==> config.mk <==
export PLATFORM = sky130hd
export DESIGN_NAME = imm_chunk_encoder
export DESIGN_NICKNAME = d
export VERILOG_FILES = /design/src/rtl/imm_chunk_encoder_pkg.sv /design/src/rtl/imm_chunk_encoder_classifier.sv /design/src/rtl/imm_chunk_encoder.sv
export SDC_FILE = /design/constraint.sdc
export NUM_CORES = 1
export LEC_CHECK = 0
export CORE_ASPECT_RATIO = 1.1
export CORE_MARGIN = 3
export CORE_UTILIZATION = 39
export DETAILED_ROUTE_END_ITERATION = 8
export SETUP_SLACK_MARGIN = 0.05
export SYNTH_ARGS = -nofsm -noshare
export SYNTH_HDL_FRONTEND = slang
export SYNTH_SLANG_ARGS = --single-unit
==> constraint.sdc <==
create_clock -name clk -period 9.7 [get_ports clk]
set_input_delay 2.425 -clock clk [delete_from_list [all_inputs] [get_ports clk]]
set_output_delay 2.425 -clock clk [all_outputs]
set_load 0.03 [all_outputs]
==> src/rtl/imm_chunk_encoder_pkg.sv <==
// Shared types, default widths and the chunk-count helper for the immediate chunk encoder.
`default_nettype none

package imm_chunk_encoder_pkg;

    localparam int DEFAULT_DATA_W  = 16;
    localparam int DEFAULT_CHUNK_W = 5;

    typedef enum logic [0:0] {
        IDLE = 1'b0,
        EMIT = 1'b1
    } enc_state_t;

    // Smallest k such that val fits in k*chunk_w signed bits; max_chunks always fits.
    function automatic int unsigned chunks_needed(input longint val,
                                                  input int unsigned chunk_w,
                                                  input int unsigned max_chunks);
        int unsigned k;
        longint      lim;
        k = max_chunks;
        for (int i = int'(max_chunks) - 1; i >= 1; i--) begin
            lim = longint'(1) <<< (i * int'(chunk_w) - 1);
            if (val >= -lim && val < lim) begin
                k = int'(i);
            end
        end
        return k;
    endfunction

endpackage

`default_nettype wire

==> src/rtl/imm_chunk_encoder_classifier.sv <==
// Combinational range classifier: maps a signed word to (number of chunks - 1).
`default_nettype none

module imm_range_classifier
    import imm_chunk_encoder_pkg::*;
#(
    parameter int DATA_W  = DEFAULT_DATA_W,
    parameter int CHUNK_W = DEFAULT_CHUNK_W
) (
    input  logic [DATA_W-1:0] data_i,
    output logic [1:0]        k_m1_o
);

    localparam int MAX_CHUNKS = (DATA_W + CHUNK_W - 1) / CHUNK_W;

    int unsigned w_k;

    always_comb begin
        w_k    = chunks_needed(longint'(signed'(data_i)), CHUNK_W, MAX_CHUNKS);
        k_m1_o = 2'(w_k - 1);
    end

endmodule

`default_nettype wire

==> src/rtl/imm_chunk_encoder.sv <==
// Splits a signed word into the minimum number of signed chunks, MSB chunk first.
// Optional statistics counters are enabled by defining IMM_ENC_STATS_EN.
`default_nettype none

module imm_chunk_encoder
    import imm_chunk_encoder_pkg::*;
#(
    parameter int DATA_W  = DEFAULT_DATA_W,
    parameter int CHUNK_W = DEFAULT_CHUNK_W
) (
    input  logic               clk,
    input  logic               reset,
    input  logic               in_valid,
    input  logic [DATA_W-1:0]  in_data,
    output logic               in_ready,
    output logic               out_valid,
    output logic [CHUNK_W-1:0] out_chunk,
    output logic               out_first,
    output logic               out_last,
    output logic [1:0]         out_count,
    input  logic               out_ready
`ifdef IMM_ENC_STATS_EN
    ,
    output logic [15:0]        stat_words,
    output logic [15:0]        stat_multi
`endif
);

    localparam int MAX_CHUNKS = (DATA_W + CHUNK_W - 1) / CHUNK_W;
    localparam int EXT_W      = MAX_CHUNKS * CHUNK_W;

    enc_state_t       state_q, state_d;
    logic [EXT_W-1:0] word_q, word_d;
    logic [1:0]       k_q, k_d;
    logic [1:0]       idx_q, idx_d;

    logic [1:0]              w_k_m1;
    logic [EXT_W+DATA_W-1:0] w_wide;
    logic [EXT_W-1:0]        w_ext;
    logic [EXT_W-1:0]        w_sel;

    imm_range_classifier #(
        .DATA_W  (DATA_W),
        .CHUNK_W (CHUNK_W)
    ) u_classifier (
        .data_i (in_data),
        .k_m1_o (w_k_m1)
    );

    assign w_wide = {{EXT_W{in_data[DATA_W-1]}}, in_data};
    assign w_ext  = w_wide[EXT_W-1:0];
    // Chunk idx sits (k-1-idx) chunk positions above bit 0 of the extended word.
    assign w_sel  = word_q >> (CHUNK_W * int'(k_q - idx_q));

    always_comb begin
        state_d   = state_q;
        word_d    = word_q;
        k_d       = k_q;
        idx_d     = idx_q;
        in_ready  = 1'b0;
        out_valid = 1'b0;
        out_first = 1'b0;
        out_last  = 1'b0;
        out_count = 2'd0;
        out_chunk = '0;
        case (state_q)
            IDLE: begin
                in_ready = 1'b1;
                if (in_valid) begin
                    state_d = EMIT;
                    word_d  = w_ext;
                    k_d     = w_k_m1;
                    idx_d   = 2'd0;
                end
            end
            EMIT: begin
                out_valid = 1'b1;
                out_first = (idx_q == 2'd0);
                out_last  = (idx_q == k_q);
                out_count = k_q;
                out_chunk = w_sel[CHUNK_W-1:0];
                if (out_ready) begin
                    if (idx_q == k_q) begin
                        state_d = IDLE;
                        idx_d   = 2'd0;
                    end else begin
                        idx_d = idx_q + 2'd1;
                    end
                end
            end
            default: state_d = IDLE;
        endcase
    end

    always_ff @(posedge clk or posedge reset) begin
        if (reset) begin
            state_q <= IDLE;
            word_q  <= '0;
            k_q     <= 2'd0;
            idx_q   <= 2'd0;
        end else begin
            state_q <= state_d;
            word_q  <= word_d;
            k_q     <= k_d;
            idx_q   <= idx_d;
        end
    end

`ifdef IMM_ENC_STATS_EN
    logic [15:0] words_q;
    logic [15:0] multi_q;
    logic        w_accept;

    assign w_accept   = in_valid && in_ready;
    assign stat_words = words_q;
    assign stat_multi = multi_q;

    always_ff @(posedge clk or posedge reset) begin
        if (reset) begin
            words_q <= 16'd0;
            multi_q <= 16'd0;
        end else if (w_accept) begin
            if (words_q != 16'hFFFF) begin
                words_q <= words_q + 16'd1;
            end
            if (w_k_m1 != 2'd0 && multi_q != 16'hFFFF) begin
                multi_q <= multi_q + 16'd1;
            end
        end
    end
`endif

endmodule

`default_nettype wire

# == After elaboration in Yosys (flattened, before gate mapping) ==
# Index checks and enable logic that the tools add are counted.
# totals
register_bits,21
out_inout_bits,11
word_cells,42
input_bits,20
# classes
magnitude_cmp,6
n_mul,1
bitwise_logic,1
addsub,3
n_mux,17
shifts,1
eq_ne,3
reduce_logical,6
# ops
op,n
20-bit by 32-bit >> shifter with 5-bit output,1
16-bit by 10-bit >= comparator with 1-bit output (second input constant),1
16-bit by 15-bit >= comparator with 1-bit output (second input constant),1
16-bit by 5-bit >= comparator with 1-bit output (second input constant),1
16-bit by 11-bit less-than comparator with 1-bit output (second input constant),1
16-bit less-than comparator (second input constant),1
16-bit by 6-bit less-than comparator with 1-bit output (second input constant),1
2-bit 2-to-1 mux,7
4-bit by 3-bit multiplier with 7-bit output (first input constant),1
1-bit 2-to-1 mux,7
5-bit 2-to-1 mux,1
2-bit inequality test (second input constant),2
2-bit case mux with 2 select lines,1
2-bit AND reduction,2
1-bit logical AND,3
2-bit by 2-bit subtractor with 3-bit output,1
2-bit by 1-bit adder with 2-bit output (second input constant),1
2-bit equality test,1
2-bit logical NOT,1
1-bit case mux with 2 select lines,1
2-bit by 1-bit subtractor with 2-bit output (second input constant),1
1-bit NOT,1

# == Longest topological paths before layout ==
# Gate-level depths: netlist of the first run.
# depth
ltp_word,6
ltp_mapped,14
mapped_depth_nobuf,11

# == Modules after synthesis ==
# From an unflattened synthesis of the first run, not the netlist that was laid out.
# hier_totals
hier_cells,209
hier_area_um2,2138.3
# modules_own_cells
mod,cells_per_inst,seq_area_each_um2,n_inst,area_per_inst_um2
imm_chunk_encoder,188,525.5,1,1960.6
imm_range_classifier,21,0.0,1,177.7

# == Least setup slack after synthesis of the first run ==
# No wires, ideal clock.
# synth_path
kind,register to output
start,register k_q[0]
end,output port out_chunk[1]
slack_ps,3301
required_ps,7275
path_buffers,2
arrival_time_ps,3974
stages_incl_launch_ff,14
path_cell_list,dfrtp_1 -> inv_1 -> ha_1 -> inv_1 -> fa_1 -> buf_2 -> buf_1 -> xnor2_1 -> ha_1 -> ha_1 -> nor2b_1 -> a22oi_1 -> mux4_2 -> a311oi_1
# synth_via
elab_chain_len,4
# synth_lines
element,line_no,text
start: declaration,imm_chunk_encoder.sv:34,"logic [1:0] k_q, k_d;"
start signal: assignment,imm_chunk_encoder.sv:104,k_q <= k_d;
2-bit by 2-bit subtractor with 3-bit output,imm_chunk_encoder.sv:53,assign w_sel = word_q >> (CHUNK_W * int'(k_q - idx_q));
4-bit by 3-bit multiplier with 7-bit output,imm_chunk_encoder.sv:53,
20-bit by 32-bit >> shifter with 5-bit output,imm_chunk_encoder.sv:53,
5-bit 2-to-1 mux,imm_chunk_encoder.sv:66,case (state_q)
end: declaration,imm_chunk_encoder.sv:17,"output logic [CHUNK_W-1:0] out_chunk,"
# Every way passes these cells.

# == Final worst setup path of the first run ==
# Ends and elaborated chain as after synthesis.

==> flow_metrics.env, run 1 <==
export IMPL_fin_skew_ns=0.00170
export IMPL_final_cell_mix="nand2_1 (54), clkdlybuf4s50_1 (30), dfrtp_1 (21)"
export IMPL_dp_hpwl_mm=3.49
export IMPL_worst_slack_ns=2.39
export IMPL_clock_sinks=21
export IMPL_wl_mm=4.70
export IMPL_overflow=0
export IMPL_die_h_um=79.2
export IMPL_wl_per_cell_um=15.4
export IMPL_hold_ws_ns=0.496
export IMPL_drtIter0Drc=194
export IMPL_status="finished clean"
export IMPL_final_common_cell="nand2_1"
export IMPL_grtUsageTotal_pct=17.3
export IMPL_cp_num_cells=12
export IMPL_synth_cell_types=52
export IMPL_io_buffer_count=30
export IMPL_initial_utilization_pct=40.6
export IMPL_first_pass_iters=4
export IMPL_r2r_start="idx_q[0]"
export IMPL_path_class="register to output port"
export IMPL_gp_congestion=0.854
export IMPL_ant_nets=0
export IMPL_vias=1799
export IMPL_finalNetCount=278
export IMPL_finalNonFillerCells=305
export IMPL_seq_area_frac_synth_pct=27.6
export IMPL_min_period_over_period_pct=75.4
export IMPL_cpLargestDelayFamily="adder cells"
export IMPL_die_area_sq_um=5750
export IMPL_h_tree_depth=1
export IMPL_cts_made_buffers=3
export IMPL_synth_seq_cells=21
export IMPL_tns_ns=0
export IMPL_drc=0
export IMPL_relSlewSlack_pct=36.2
export IMPL_synth_area_per_cell_sq_um=8.34
export IMPL_cp_slowest_stage_delay_ns=1.11
export IMPL_ys_top_cells_by_area="dfrtp_1 (28%), nand2_1 (11%), mux2i_1 (6.8%)"
export IMPL_syn_area_sq_um=1900
export IMPL_cts_root_buf="clkbuf_8"
export IMPL_crit_start="k_q[0]"
export IMPL_synth_edf_count=0
export IMPL_antenna_found_initial=0
export IMPL_r2r_cells=6
export IMPL_die_x_um=72.6
export IMPL_rsz0062_at_grt="no"
export IMPL_min_path_cells=2
export IMPL_ys_warn_count=0
export IMPL_rows=26
export IMPL_clk_pin_slew_worst_paths_ns=0.07
export IMPL_io_pins=31
export IMPL_avgViaCountPerCell=5.90
export IMPL_reg2reg_slack_ns=8.02
export IMPL_hold_class="register to register"
export IMPL_cap_viol_max_count=0
export IMPL_fmax_mhz=137
export IMPL_core_sq_um=4680
export IMPL_finalHoldViolations=0
export IMPL_setup_viol=0
export IMPL_hp_start="word_q[0]"
export IMPL_start_kind="register"
export IMPL_cts_tree="done"
export IMPL_synth_cells=228
export IMPL_cts_hold_buffers_added=0
export IMPL_first_global_vias=1696
export IMPL_synth_ff_type="dfrtp_1"
export IMPL_synth_top_area_share_pct=27.6
export IMPL_syn_nets=256
export IMPL_crit_fanout=23
export IMPL_grt_max_degree=32
export IMPL_drive_above_1_share_pct=4.82
export IMPL_n_antenna_cell=0
export IMPL_placed_cells=301
export IMPL_cts_buffer_depth=2
export IMPL_ctsResizeCount=0
export IMPL_area_growth_pct=18.1
export IMPL_synth_largest_area_cell="dfrtp_1"
export IMPL_tightest_slew_ns=0.956
export IMPL_clock_latency_ns=0.26
export IMPL_path_buf_inv=3
export IMPL_path_common_cell="ha_1"
export IMPL_pre_cts_slack_ns=2.75
export IMPL_critPathArrivalTime_ns=4.89
export IMPL_grt_pass1_wl_mm=8.07
export IMPL_path_cells="inv_1 -> ha_1 -> inv_1 -> fa_1 -> xnor2_1 -> ha_1 -> ha_1 -> nor2b_1 -> a22oi_1 -> mux4_2 -> a311oi_1 -> clkdlybuf4s50_1"
export IMPL_async_reset_ff_share_pct=100
export IMPL_crit_slowest_cell="fa_1"
export IMPL_post_cts_buffers=0
export IMPL_worst_r2r_endpoint="idx_q[1]"
export IMPL_hold_end="word_q[0]"
export IMPL_cp_end_kind="output port"
export IMPL_final_max_slew_violation_count=0
export IMPL_fin_crit_ns=7.31
export IMPL_cp_data_required_time_ns=7.28
==> synth_stat cells (2+ instances only) <==
master / count
ha_1: 7
inv_1: 12
nor3_1: 6
clkbuf_1: 6
o31ai_1: 2
a21oi_1: 3
xnor2_1: 3
nor2b_1: 7
nor4_1: 2
a2bb2oi_1: 2
nand3_1: 4
a2111oi_0: 2
mux4_1: 2
mux4_2: 4
dfrtp_1: 21
o21ai_0: 10
a31oi_1: 3
buf_2: 5
nand2_1: 54
nor2_1: 8
a22oi_1: 4
nand4b_1: 3
and2_1: 2
mux2i_1: 13
nand4_1: 5
or3_1: 2
o41ai_1: 2
and3_1: 3
nand3b_1: 2
o22ai_1: 2
buf_1: 2
a221oi_1: 2
nand2b_1: 4
==> layout make-up <==
cell class | count | area, sq um
clock buffer | 4 | 45.0
fill | 490 | 2440
inverter | 12 | 45.0
multi-input combinational | 180 | 1240
sequential | 21 | 526
tap | 56 | 70.1
timing repair buffer | 32 | 315
==> worst max path at each step <==
stage | end | slack, ns
2_1_floorplan | out_chunk[1] | 3.30
3_3_place_gp | out_chunk[1] | 2.88
3_5_place_dp | out_chunk[1] | 2.75
4_1_cts | out_chunk[1] | 2.46
5_1_grt | out_chunk[1] | 2.17
6_report | out_chunk[1] | 2.39
==> sequential cells by signal (all words and copies together), names as in the netlist <==
| signal | count |
|---|---|
| state_q | 1 |
| word_q | 16 |
| k_q | 2 |
| idx_q | 2 |
==> routing by layer <==
metal / track usage (%) / vias to the layer above / wire length (um)
li1: - / 868 / -
met4: 7.01 / 0 / 125
met1: 25.5 / 839 / 2230
met2: 25.6 / 73 / 2080
met5: 0 / - / 0
met3: 1.77 / 19 / 262
==> kinds of logic (layout without fill, tap and decap cells) <==
family,count (synthesis),count (layout),synth area share (%)
simple gates,105,105,26.5
buf+inv,27,48,6.91
flops,21,21,27.6
compound gates,42,42,15.6
xor+xnor,5,5,2.70
mux,20,20,14.9
fa+ha+maj,8,8,5.66
==> worst reg2reg max path: cells and delay by family (launching register included) <==
kind	cells	cell delay (ns)
AO/OA/AOI/OAI	2	0.27
adder cells (fa/ha/maj)	1	0.28
buffers and inverters	1	0.35
flip-flops	1	0.41
AND/OR/NAND/NOR	2	0.27
==> metrics by stage <==
stage / utilization, % / cell area [sq um]
after global routing: 47.9 / 2240
after global placement: 47.0 / 2200
after detailed placement: 47.0 / 2200
after CTS: 47.9 / 2240
final: 47.9 / 2240
after floorplan: - / 1900
Power of run 1 is left out: the tool's default activity adds up to more than one toggle a clock period on the data nets, which glitch-free logic cannot reach.
==> run 2: changes to the inputs <==
Clock period 9.7 ns to 6.6 ns, I/O delays scaled along.
==> flow_metrics.env, run 2 (same netlist as run 1, synthesis figures left out) <==
export IMPL_die_x_um=72.6
export IMPL_clk_pin_slew_worst_paths_ns=0.07
export IMPL_initial_utilization_pct=40.6
export IMPL_rows=26
export IMPL_gp_congestion=0.833
export IMPL_tightest_slew_ns=0.794
export IMPL_avgViaCountPerCell=5.71
export IMPL_r2r_start="idx_q[0]"
export IMPL_ant_nets=0
export IMPL_area_growth_pct=18.9
export IMPL_largestRegisters="word_q x16, idx_q x2, k_q x2"
export IMPL_met3_usage_pct=1.65
export IMPL_grt_busiest_layer="met2"
export IMPL_first_pass_iters=5
export IMPL_grtUsageMet2_pct=28.7
export IMPL_ctsResizeCount=0
export IMPL_final_max_slew_violation_count=0
export IMPL_status="finished clean"
export IMPL_critPathArrivalTime_ns=4.33
export IMPL_rsz0062_at_grt="no"
export IMPL_grtUsageTotal_pct=17.8
export IMPL_core_sq_um=4680
export IMPL_grt_max_degree=31
export IMPL_die_h_um=79.2
export IMPL_overflow=0
export IMPL_post_cts_buffers=0
export IMPL_h_tree_depth=1
export IMPL_wl_per_cell_um=15.2
export IMPL_cts_hold_buffers_added=0
export IMPL_cts_root_buf="clkbuf_8"
export IMPL_dp_hpwl_mm=3.59
export IMPL_first_global_vias=1682
export IMPL_clock_sinks=21
export IMPL_fin_skew_ns=0.00322
export IMPL_crit_start="k_q[0]"
export IMPL_cts_tree="done"
export IMPL_fmax_mhz=167
export IMPL_final_common_cell="nand2_1"
export IMPL_vias=1752
export IMPL_gr_usage_met1_pct=25.1
export IMPL_start_kind="register"
export IMPL_nFillCells=491
export IMPL_io_pins=31
export IMPL_multiInputGateArea_sq_um=1240
export IMPL_hp_start="word_q[0]"
export IMPL_finalHoldViolations=0
export IMPL_tns_ns=0
export IMPL_grt_pass1_wl_mm=8.13
export IMPL_cp_end_kind="output port"
export IMPL_setup_viol=0
export IMPL_relSlewSlack_pct=47.0
export IMPL_io_buffer_count=30
export IMPL_antenna_found_initial=0
export IMPL_min_period_over_period_pct=90.5
export IMPL_drtIter0Drc=186
export IMPL_drive_above_1_share_pct=5.58
export IMPL_cts_made_buffers=3
export IMPL_n_antenna_cell=0
export IMPL_largest_reg_flops=16
export IMPL_cp_data_required_time_ns=4.95
export IMPL_die_area_sq_um=5750
export IMPL_drc=0
export IMPL_path_class="register to output port"
export IMPL_final_cell_mix="nand2_1 (54), clkdlybuf4s50_1 (30), dfrtp_1 (21)"
export IMPL_regArea_sq_um=526
export IMPL_cts_buffer_depth=2
export IMPL_top_register="word_q"
export IMPL_cap_viol_max_count=0
export IMPL_fin_crit_ns=5.98
export IMPL_finalNetCount=280
export IMPL_crit_fanout=17
export IMPL_wl_mm=4.66
export IMPL_clock_latency_ns=0.25
export IMPL_hold_class="register to register"
-- run 2: changes by cell type in the layout (fill, tap and decap cells not counted) --
cell / previous run / this run
buf_4: 2 / 4
-- run 2: metal layers --
layer  up-vias  routed length [um]
li1        868                   -
met1       827                2160
met2        49                2200
met3         8                 216
met4         0                  78
met5         -                   0
-- run 2: final timing paths --
| path | endpoint | slack, ns | depth (start not counted) |
|---|---|---|---|
| hold reg to reg | word_q[0] | 0.50 | 2 |
| max in group asynchronous | word_q[4] | 4.26 | 2 |
| min in group asynchronous | k_q[1] | 1.84 | 2 |
| hold / removal | word_q[0] | 0.50 | 2 |
| setup / recovery | out_chunk[1] | 0.62 | 13 |
| setup reg to reg | idx_q[1] | 4.91 | 6 |
-- run 2: through the flow --
| step | cells | cell area [sq um] | hold slack [ns] | worst slack [ns] | utilization [%] |
|---|---|---|---|---|---|
| floorplan | 228 | 1900 | 0.445 | 0.976 | - |
| global placement | 303 | 2210 | 0.469 | 1.01 | 47.3 |
| detailed placement | 303 | 2210 | 0.479 | 0.885 | 47.3 |
| CTS | 307 | 2260 | 0.495 | 0.628 | 48.2 |
| global route | 307 | 2260 | 0.526 | 0.360 | 48.2 |
| finish | 307 | 2260 | 0.497 | 0.624 | 48.2 |
-- run 2: critical path, stage by stage (launching register included) --
cell	delay (ns)
dfrtp_1	0.38
inv_1	0.07
ha_1	0.14
inv_1	0.05
fa_1	0.49
buf_4	0.25
nor2_1	0.12
ha_1	0.15
ha_1	0.38
nor2b_1	0.39
a22oi_1	0.17
mux4_2	0.48
a311oi_1	0.29
clkdlybuf4s50_1	0.71
-- run 2: layout make-up --
type / instances / share of cell area (%)
Multi-Input combinational cell: 180 / 55.0
Sequential cell: 21 / 23.3
Timing Repair Buffer: 34 / 14.6
Tap cell: 56 / 3.10
Clock buffer: 4 / 1.99
Inverter: 12 / 1.99
Power of run 2 is left out for the same reason.
